File: config.mk
export PLATFORM = sky130hd
export DESIGN_NAME = mem_access_unit
export DESIGN_NICKNAME = d
export VERILOG_FILES = /design/src/rtl/mem_bus_pkg.sv /design/src/rtl/mem_access_unit_load_formatter.sv /design/src/rtl/mem_access_unit.sv
export SDC_FILE = /design/constraint.sdc
export NUM_CORES = 1
export LEC_CHECK = 0
export ABC_AREA = 1
export BUFFER_PORTS_ARGS = -buffer_cell sky130_fd_sc_hd__buf_2
export CAP_MARGIN = 20
export CORE_MARGIN = 2
export CORE_UTILIZATION = 46
export DETAILED_ROUTE_END_ITERATION = 8
export GPL_TIMING_DRIVEN = 0
export PLACE_DENSITY = 0.85
export REMOVE_ABC_BUFFERS = 1
export SLEW_MARGIN = 20
export SYNTH_ARGS = -nofsm -noshare
export SYNTH_HDL_FRONTEND = slang
export SYNTH_SLANG_ARGS = --single-unit
File: constraint.sdc
create_clock -name clk -period 1.6 [get_ports clk]
set_input_delay 0.08 -clock clk [delete_from_list [all_inputs] [get_ports clk]]
set_output_delay 0.08 -clock clk [all_outputs]
set_load 0.03 [all_outputs]
File: src/rtl/mem_bus_pkg.sv
// Shared types and decode helpers for the load/store unit and its APB drive.
// Latency: none (pure types and combinational functions).
// Backpressure: not applicable.
package mem_bus_pkg;

  typedef enum logic [1:0] {
    ST_IDLE   = 2'd0,
    ST_SETUP  = 2'd1,
    ST_ACCESS = 2'd2,
    ST_RESP   = 2'd3
  } state_t;

  // func3 encodings, instrCode[14:12]; stores reuse the B/H/W codes.
  localparam logic [2:0] F3_B  = 3'd0;
  localparam logic [2:0] F3_H  = 3'd1;
  localparam logic [2:0] F3_W  = 3'd2;
  localparam logic [2:0] F3_BU = 3'd4;
  localparam logic [2:0] F3_HU = 3'd5;

  // Byte-lane enables for a store of the given width at the given offset.
  function automatic logic [3:0] strb_decode(input logic [2:0] func3, input logic [1:0] off);
    logic [3:0] s;
    case (func3)
      F3_B:    s = 4'b0001 << off;
      F3_H:    s = 4'b0011 << off;
      F3_W:    s = 4'b1111;
      default: s = 4'b0000;
    endcase
    return s;
  endfunction

  // Halves need an even address, words need a word-aligned address.
  function automatic logic is_misaligned(input logic [2:0] func3, input logic [1:0] off);
    logic m;
    case (func3)
      F3_H, F3_HU: m = off[0];
      F3_W:        m = (off != 2'b00);
      default:     m = 1'b0;
    endcase
    return m;
  endfunction

  // Stores only exist as B/H/W; loads have no encodings 3, 6 or 7.
  function automatic logic is_illegal(input logic we, input logic [2:0] func3);
    if (we) return (func3 > 3'd2);
    return (func3 == 3'd3) || (func3 == 3'd6) || (func3 == 3'd7);
  endfunction

  // Replicate the right-justified store data onto every lane it could hit.
  function automatic logic [31:0] lane_replicate(input logic [2:0] func3, input logic [31:0] d);
    logic [31:0] r;
    case (func3)
      F3_B:    r = {4{d[7:0]}};
      F3_H:    r = {2{d[15:0]}};
      default: r = d;
    endcase
    return r;
  endfunction

endpackage

File: src/rtl/mem_access_unit_load_formatter.sv
// Picks the addressed byte/half out of a read word and sign/zero extends it.
// Latency: combinational.
// Backpressure: not applicable.
module load_formatter
  import mem_bus_pkg::*;
(
  input  logic [2:0]  i_func3,
  input  logic [1:0]  i_off,
  input  logic [31:0] i_word,
  output logic [31:0] o_data
);

  logic [7:0]  w_byte;
  logic [15:0] w_half;

  // Byte lane selected by the full offset.
  always_comb begin
    w_byte = i_word[7:0];
    case (i_off)
      2'd0: w_byte = i_word[7:0];
      2'd1: w_byte = i_word[15:8];
      2'd2: w_byte = i_word[23:16];
      2'd3: w_byte = i_word[31:24];
      default: w_byte = i_word[7:0];
    endcase
  end

  assign w_half = i_off[1] ? i_word[31:16] : i_word[15:0];

  // Extension by access type.
  always_comb begin
    o_data = 32'd0;
    case (i_func3)
      F3_B:    o_data = {{24{w_byte[7]}}, w_byte};
      F3_BU:   o_data = {24'd0, w_byte};
      F3_H:    o_data = {{16{w_half[15]}}, w_half};
      F3_HU:   o_data = {16'd0, w_half};
      F3_W:    o_data = i_word;
      default: o_data = 32'd0;
    endcase
  end

endmodule

File: src/rtl/mem_access_unit.sv
// CPU load/store unit issuing one aligned APB word transfer per request.
// Latency: 3 cycles req->done with a zero-wait slave, +1 per wait state; 1 cycle for rejected requests.
// Backpressure: busy stalls the CPU; PREADY low extends ACCESS up to TIMEOUT_CYC cycles, then aborts.
module mem_access_unit
  import mem_bus_pkg::*;
#(
  parameter int TIMEOUT_CYC = 16
) (
  input  logic        clk,
  input  logic        reset_n,
  input  logic        req,
  input  logic        we,
  input  logic [2:0]  func3,
  input  logic [31:0] addr,
  input  logic [31:0] wData,
  output logic [31:0] rData,
  output logic        done,
  output logic        err,
  output logic        busy,
  output logic [31:0] PADDR,
  output logic        PSEL,
  output logic        PENABLE,
  output logic        PWRITE,
  output logic [31:0] PWDATA,
  output logic [3:0]  PSTRB,
  input  logic [31:0] PRDATA,
  input  logic        PREADY,
  input  logic        PSLVERR
);

  localparam int CW = $clog2(TIMEOUT_CYC + 1);

  state_t        r_state;
  logic          r_we;
  logic [2:0]    r_func3;
  logic [1:0]    r_off;
  logic [CW-1:0] r_cnt;
  logic [31:0]   r_word;
  logic          r_done;
  logic          r_err;
  logic          r_psel;
  logic          r_penable;
  logic          r_pwrite;
  logic [31:0]   r_paddr;
  logic [31:0]   r_pwdata;
  logic [3:0]    r_pstrb;

  logic          w_bad;

  assign w_bad = is_misaligned(func3, addr[1:0]) || is_illegal(we, func3);

  // Transfer sequencing: request latch, APB phases, timeout and response capture.
  always_ff @(posedge clk or negedge reset_n) begin
    if (!reset_n) begin
      r_state   <= ST_IDLE;
      r_we      <= 1'b0;
      r_func3   <= 3'd0;
      r_off     <= 2'd0;
      r_cnt     <= '0;
      r_word    <= 32'd0;
      r_done    <= 1'b0;
      r_err     <= 1'b0;
      r_psel    <= 1'b0;
      r_penable <= 1'b0;
      r_pwrite  <= 1'b0;
      r_paddr   <= 32'd0;
      r_pwdata  <= 32'd0;
      r_pstrb   <= 4'd0;
    end else begin
      case (r_state)
        ST_IDLE: begin
          r_done <= 1'b0;
          r_err  <= 1'b0;
          if (req && !r_done) begin
            r_we    <= we;
            r_func3 <= func3;
            r_off   <= addr[1:0];
            if (w_bad) begin
              // Rejected before the bus: answer at once with an error.
              r_word  <= 32'd0;
              r_done  <= 1'b1;
              r_err   <= 1'b1;
              r_state <= ST_RESP;
            end else begin
              r_cnt     <= '0;
              r_psel    <= 1'b1;
              r_penable <= 1'b0;
              r_paddr   <= {addr[31:2], 2'b00};
              r_pwrite  <= we;
              r_pstrb   <= we ? strb_decode(func3, addr[1:0]) : 4'd0;
              r_pwdata  <= we ? lane_replicate(func3, wData) : 32'd0;
              r_state   <= ST_SETUP;
            end
          end
        end
        ST_SETUP: begin
          r_penable <= 1'b1;
          r_state   <= ST_ACCESS;
        end
        ST_ACCESS: begin
          if (PREADY) begin
            r_psel    <= 1'b0;
            r_penable <= 1'b0;
            r_done    <= 1'b1;
            r_err     <= PSLVERR;
            // Stores and failed reads report a zero word.
            r_word    <= (PSLVERR || r_we) ? 32'd0 : PRDATA;
            r_state   <= ST_RESP;
          end else if (r_cnt == CW'(TIMEOUT_CYC - 1)) begin
            r_psel    <= 1'b0;
            r_penable <= 1'b0;
            r_done    <= 1'b1;
            r_err     <= 1'b1;
            r_word    <= 32'd0;
            r_state   <= ST_RESP;
          end else begin
            r_cnt <= r_cnt + 1'b1;
          end
        end
        ST_RESP: begin
          r_done  <= 1'b0;
          r_err   <= 1'b0;
          r_state <= ST_IDLE;
        end
        default: r_state <= ST_IDLE;
      endcase
    end
  end

  load_formatter u_fmt (
    .i_func3 (r_func3),
    .i_off   (r_off),
    .i_word  (r_word),
    .o_data  (rData)
  );

  assign busy    = (r_state != ST_IDLE);
  assign done    = r_done;
  assign err     = r_err;
  assign PSEL    = r_psel;
  assign PENABLE = r_penable;
  assign PWRITE  = r_pwrite;
  assign PADDR   = r_paddr;
  assign PWDATA  = r_pwdata;
  assign PSTRB   = r_pstrb;

endmodule

=== Yosys cells after proc, flatten, opt, wreduce, memory -nomap -nowiden ===
Index checks and enable logic that the tools add are counted.
Widths: inputs -> output; s select.

* Word-level logic and storage cells: 108
* Register bits: 116
* Input bits: 105
* Output and inout bits: 106

* Mux-type cells: 42
* Shift operators: 2
* Equal/unequal tests: 23
* Reductions and logical operators: 24
* Bitwise operators: 1
* Magnitude comparators: 1
* $add $sub $neg: 1

{| class="wikitable"
|+ Operators by type and width
! cell !! count
|-
| $mux 32 || 6
|-
| $pmux 32 s5 || 1
|-
| $pmux 32 s2 || 2
|-
| $pmux 8 s4 || 1
|-
| $mux 5 || 4
|-
| $mux 16 || 1
|-
| $eq 3x3->1 const B || 5
|-
| $mux 1 || 14
|-
| $pmux 4 s3 || 1
|-
| $reduce_and 4->1 || 3
|-
| $ne 2x2->1 const B || 5
|-
| $pmux 5 s2 || 1
|-
| $eq 3x2->1 const B || 3
|-
| $pmux 1 s3 || 3
|-
| $eq 2x2->1 const B || 4
|-
| $mux 2 || 4
|-
| $pmux 2 s4 || 1
|-
| $eq 3x1->1 const B || 2
|-
| $logic_not 3->1 || 2
|-
| $reduce_and 2->1 || 3
|-
| $reduce_bool 2->1 || 3
|-
| $reduce_bool 3->1 || 2
|-
| $add 5x1->5 const B || 1
|-
| $eq 5x4->1 const B || 1
|-
| 15 further kinds || 21
|}

=== Longest topological paths before layout ===
* Depth after elaboration: 8
* Depth in mapped cells: 12
* Gate-level depth less buffers: 12

=== Hierarchy ===
Synthesis repeated with hierarchy kept, for this count alone.

* Cells, all modules: 892
* Area total of the unflattened synthesis: 6363.6 µm²

{| class="wikitable"
|+ Modules (own cells, without submodules)
! module !! cells each !! area an instance (µm²) !! seq. area each (µm²) !! instances
|-
| mem_access_unit || 637 || 5280.1 || 2902.8 || 1
|-
| load_formatter || 255 || 1083.5 || 0.0 || 1
|}

=== Worst setup path after synthesis ===
Ideal clock, no wire load.

* Path type: reg-to-reg
* Start point: register r_cnt[0]
* End point: register r_word[7]
* Setup time: 0.117 ns
* Data arrival time: 1.576 ns
* Path buffers: 1
* Period minus slack after synthesis: 1.693 ns
* Slack: -0.093 ns
* Stages on the path, launching flop included: 13
* Data required time: 1.483 ns
* Path through: dfrtp_1 > ha_1 > nand2_1 > nor2_1 > ha_1 > nor2_1 > nand2_1 > nand2_1 > a21oi_4 > nand2_2 > buf_4 > nand2_1 > nand2_1

* Cells in the longest elaborated chain, start to end: 3

{| class="wikitable"
|+ Ends and longest elaborated chain
! item !! line !! source
|-
| from (decl) || mem_access_unit.sv:37 || <nowiki>logic [CW-1:0] r_cnt;</nowiki>
|-
| from (signal assigned) || mem_access_unit.sv:117 || <nowiki>r_cnt <= r_cnt + 1'b1;</nowiki>
|-
| $eq 5x4->1 || mem_access_unit.sv:109 || <nowiki>end else if (r_cnt == CW'(TIMEOUT_CYC - 1)) begin</nowiki>
|-
| $ne 3x3->1 (no source line) || - ||
|-
| $reduce_and 4->1 (no source line) || - ||
|-
| to (signal assigned) || mem_access_unit.sv:107 || <nowiki>r_word <= (PSLVERR || r_we) ? 32'd0 : PRDATA;</nowiki>
|-
| to (decl) || mem_access_unit.sv:38 || <nowiki>logic [31:0] r_word;</nowiki>
|}

Every way passes these cells.
A chain may end at the register's enable or synchronous reset.

=== Worst setup path after layout ===
* Start point: register r_off[1]
* End point: output rData[18]

* Cells in the longest elaborated chain, start to end: 3
* Elaborated cells on any way between the ends: 7
* Classes of those cells: eq/ne: 3; mux: 3; reduce/logical: 1

{| class="wikitable"
|+ Ends and longest elaborated chain
! item !! line !! source
|-
| from (decl) || mem_access_unit.sv:36 || <nowiki>logic [1:0] r_off;</nowiki>
|-
| from (signal assigned) || mem_access_unit.sv:77 || <nowiki>r_off <= addr[1:0];</nowiki>
|-
| $eq 2x2->1 (tied with other cells) || mem_access_unit_load_formatter.sv:19 || <nowiki>case (i_off)</nowiki>
|-
| $pmux 8 s4 || mem_access_unit_load_formatter.sv:19 ||
|-
| $pmux 32 s5 * || mem_access_unit_load_formatter.sv:33 || <nowiki>case (i_func3)</nowiki>
|-
| to (decl) || mem_access_unit.sv:16 || <nowiki>output logic [31:0] rData,</nowiki>
|}

Mark *: on every way between the ends. The rest lies on a longest branch, timed or not.

==> results.json <==
{
  "p_total_mw": 20.0,
  "power.density_mw_per_mm2": 1950,
  "hold_viol": 0,
  "worst_pin_slew_ns": 0.680,
  "slew_headroom_pct": 54.6,
  "syn_avg_cell_area_um2": 7.19,
  "root_buffer": "clkbuf_16",
  "route.vias.total": 8219,
  "crit_type": "reg2out",
  "required_ns": 1.52,
  "slew_viol_final": 0,
  "synth_area_leaders": "dfrtp_1 45%, nand2_1 22%, nand3_1 4.7%",
  "r2r_end": "r_word[0]",
  "vdd_drop_max_v": 0.00106,
  "boundaryPins": 211,
  "numCtsBuffers": 17,
  "cts.path.max_buffers": 2,
  "yosysUniqueCellTypes": 36,
  "cts_tree": "yes",
  "finalCriticalPeriod_ns": 2.03,
  "clkLatencyLatePin_ns": 0.43,
  "maxClockFrequency_ghz": 0.492,
  "path_clk_slew_ns": 0.05,
  "first_iter_violations": 1024,
  "die-height_um": 122,
  "overflow": 0,
  "critPathMaxStageDelay_ns": 0.52,
  "rsz0062_at_grt": "yes",
  "pre_cts_slack_ns": -1.68,
  "ys_seq_elements": 116,
  "die_area_mm2": 0.0148,
  "fin_skew_ns": 0.00737,
  "synth_ff_type": "dfrtp_1",
  "cpMostUsedCell": "nor2_4",
  "crit_path_max_fanout": 12,
  "cts_max_level": 4,
  "yosys_warnings": 0,
  "grt_pass1_wl_mm": 39.6,
  "yosys.area.top_type": "dfrtp_1",
  "wire_per_inst_um": 19.7,
  "setup_ws_ns": -0.431,
  "drive_gt1_share_pct": 35.0,
  "p_leak_nw": 5.60,
  "cp-endpoint": "rData[18]",
  "regToRegSetupSlack_ns": -0.33,
  "synth_top_area_share_pct": 45.4,
  "r2r-start": "r_cnt[1]",
  "cts_sinks": 116,
  "crit_path_end_kind": "output port",
  "hold_class": "in2reg",
  "yosysSeqAreaShare_pct": 45.4,
  "critPathTopFamily": "flip-flops",
  "drtPass1Iterations": 9,
  "ys_top_cells_by_count": "378 x nand2_1, 116 x dfrtp_1, 79 x inv_1",
  "post-dp-hpwl_mm": 12.2,
  "outcome": "finished, violations left",
  "cp-start-kind": "register",
  "routed_wirelength_mm": 27.9,
  "remaining_drc_errors": 3,
  "arrival_ns": 1.95,
  "crit_chain": "inv_6 -> nand2_4 -> nor2_4 -> nor2_4 -> nand3b_1 -> buf_6 -> o211ai_1 -> buf_4",
  "nets": 1337,
  "grt.total_usage_pct": 35.0,
  "cp.depth": 8,
  "syn_inst": 888,
  "final_util_pct": 74.7,
  "die_w_um": 122,
  "grt_pass1_vias": 7954,
  "syn2layout_area_growth_pct": 60.4,
  "synth.most_common_cell": "nand2_1",
  "crit_slowest_cell": "dfrtp_4",
  "antenna_found_initial": 2,
  "timing.final.crit_share_pct": 127,
  "core_area_mm2": 0.0137,
  "grt_max_degree": 73,
  "vias_per_cell": 5.80,
  "synth_edf_count": 0,
  "violations": "DRC, setup timing",
  "setup_violations": 75,
  "syn-cell-area_mm2": 0.00639,
  "cap_violations": 0,
  "crit_start": "r_off[1]",
  "port_buffers": 208,
  "place.gp.congestion": 0.846,
  "ff2ff_path_depth": 12,
  "async_flop_share_pct": 100,
  "path_buf_inv": 3,
  "num_rows": 43,
  "ant_nets": 0,
  "start_util_pct": 46.6
}
-- cell type report --
cell class / count / area (um^2)
clock buffers: 26 / 499
inverters: 85 / 357
flip-flops and latches: 116 / 2910
fillers: 871 / 3480
multi-input cells: 651 / 3540
well taps: 180 / 225
repair inverters: 2 / 12.5
clock inverters: 4 / 47.5
repair buffers: 352 / 2650
diodes: 1 / 2.50
-- cells by family after synthesis --
| logic type | count (synthesis) | share of synthesized area (%) |
|---|---|---|
| buffers and inverters | 133 | 9.50 |
| other | 1 | 0.0587 |
| xor gates and xnor gates | 1 | 0.137 |
| adders and majority gates | 7 | 1.37 |
| AOI/OAI and AO/OA | 67 | 6.62 |
| DFF | 116 | 45.4 |
| and+or+nand+nor | 563 | 36.9 |
-- registers in the layout, indices dropped and copies added, names as in the netlist, 2 cells and up --
register  count
PADDR        30
PSTRB         4
PWDATA       32
r_cnt         5
r_func3       3
r_off         2
r_state       2
r_word       32
-- routing by layer --
metal / vias up / wire (um) / global-route usage, %
met2: 681 / 13500 / 56.7
met1: 3783 / 9630 / 40.2
met5: - / 8 / 0
met4: 2 / 1900 / 23.6
met3: 249 / 2890 / 9.93
li1: 3504 / - / -
-- metrics by stage --
| stage | std cells | hold WS [ns] | TNS, ns | instance area [um^2] |
|---|---|---|---|---|
| after floorplan | 841 | -0.216 | -144.64 | 6100 |
| after global placement | 1229 | 0.312 | -391.59 | 7370 |
| after detailed placement | 1233 | 0.0355 | -169.71 | 7470 |
| after CTS | 1408 | 0.00162 | -18.15 | 9850 |
| after global routing | 1417 | 0.0415 | -28.46 | 10200 |
| final | 1417 | 0.0194 | -23.43 | 10200 |
-- tightest hold or removal path, cell delays in order --
cell and delay (ns):
buf_2 0.10, inv_1 0.06, nor2_1 0.06, nand3_2 0.07, nand2_1 0.04
-- cells in the final DEF (no fill, tap or decap), types with 6 or more instances in the layout --
master | netlist | layout
dfrtp_1 | 116 | 110
nand2_2 | 2 | 48
buf_2 | 11 | 174
o22ai_1 | 7 | 6
nor3_1 | 6 | 6
o21ai_2 | 0 | 6
nand2_4 | 0 | 15
nand3_2 | 3 | 11
o21ai_1 | 2 | 6
o21ai_0 | 24 | 13
nor2_1 | 71 | 62
inv_1 | 79 | 72
nor2_4 | 1 | 12
buf_6 | 8 | 24
nand2_1 | 378 | 316
dlygate4sd3_1 | 0 | 90
buf_4 | 9 | 54
nand3_1 | 60 | 51
nand4_1 | 31 | 31
clkbuf_16 | 0 | 17
o211ai_1 | 15 | 15
-- report_power, final --
part | switching, mW | leakage, nW | total, mW | internal [mW]
clock network | 1.33 | 0.266 | 3.60 | 2.27
registers | 0.801 | 1.52 | 4.78 | 3.98
logic | 7.70 | 3.82 | 11.6 | 3.87
total | 9.83 | 5.60 | 20.0 | 10.1
-- what timing repair did --
item | 4_1_cts | 5_1_grt
setup endpoints to repair | 147 | 127
gates cloned | 14 | 1
endpoints found under the hold margin | 133 | 0
hold buffers | 90 | 0
setup buffers | 41 | 8
gates resized for setup | 148 | 87
pin swaps | 22 | 29
-- worst min-delay path by stage --
| stage | start | end | slack [ns] | cells after the start |
|---|---|---|---|---|
| final | PRDATA[15] | r_word[15] | 0.02 | 5 |
| after global routing | wData[29] | PWDATA[29] | 0.04 | 5 |
| after CTS | PRDATA[23] | r_word[23] | 0.002 | 5 |
| after detailed placement | reset_n | PADDR[6] | 0.04 | 1 |
| after global placement | wData[3] | PWDATA[3] | 0.31 | 3 |
| after floorplan | reset_n | PADDR[10] | -0.22 | 0 |
Power figures use the tool's default switching activity.
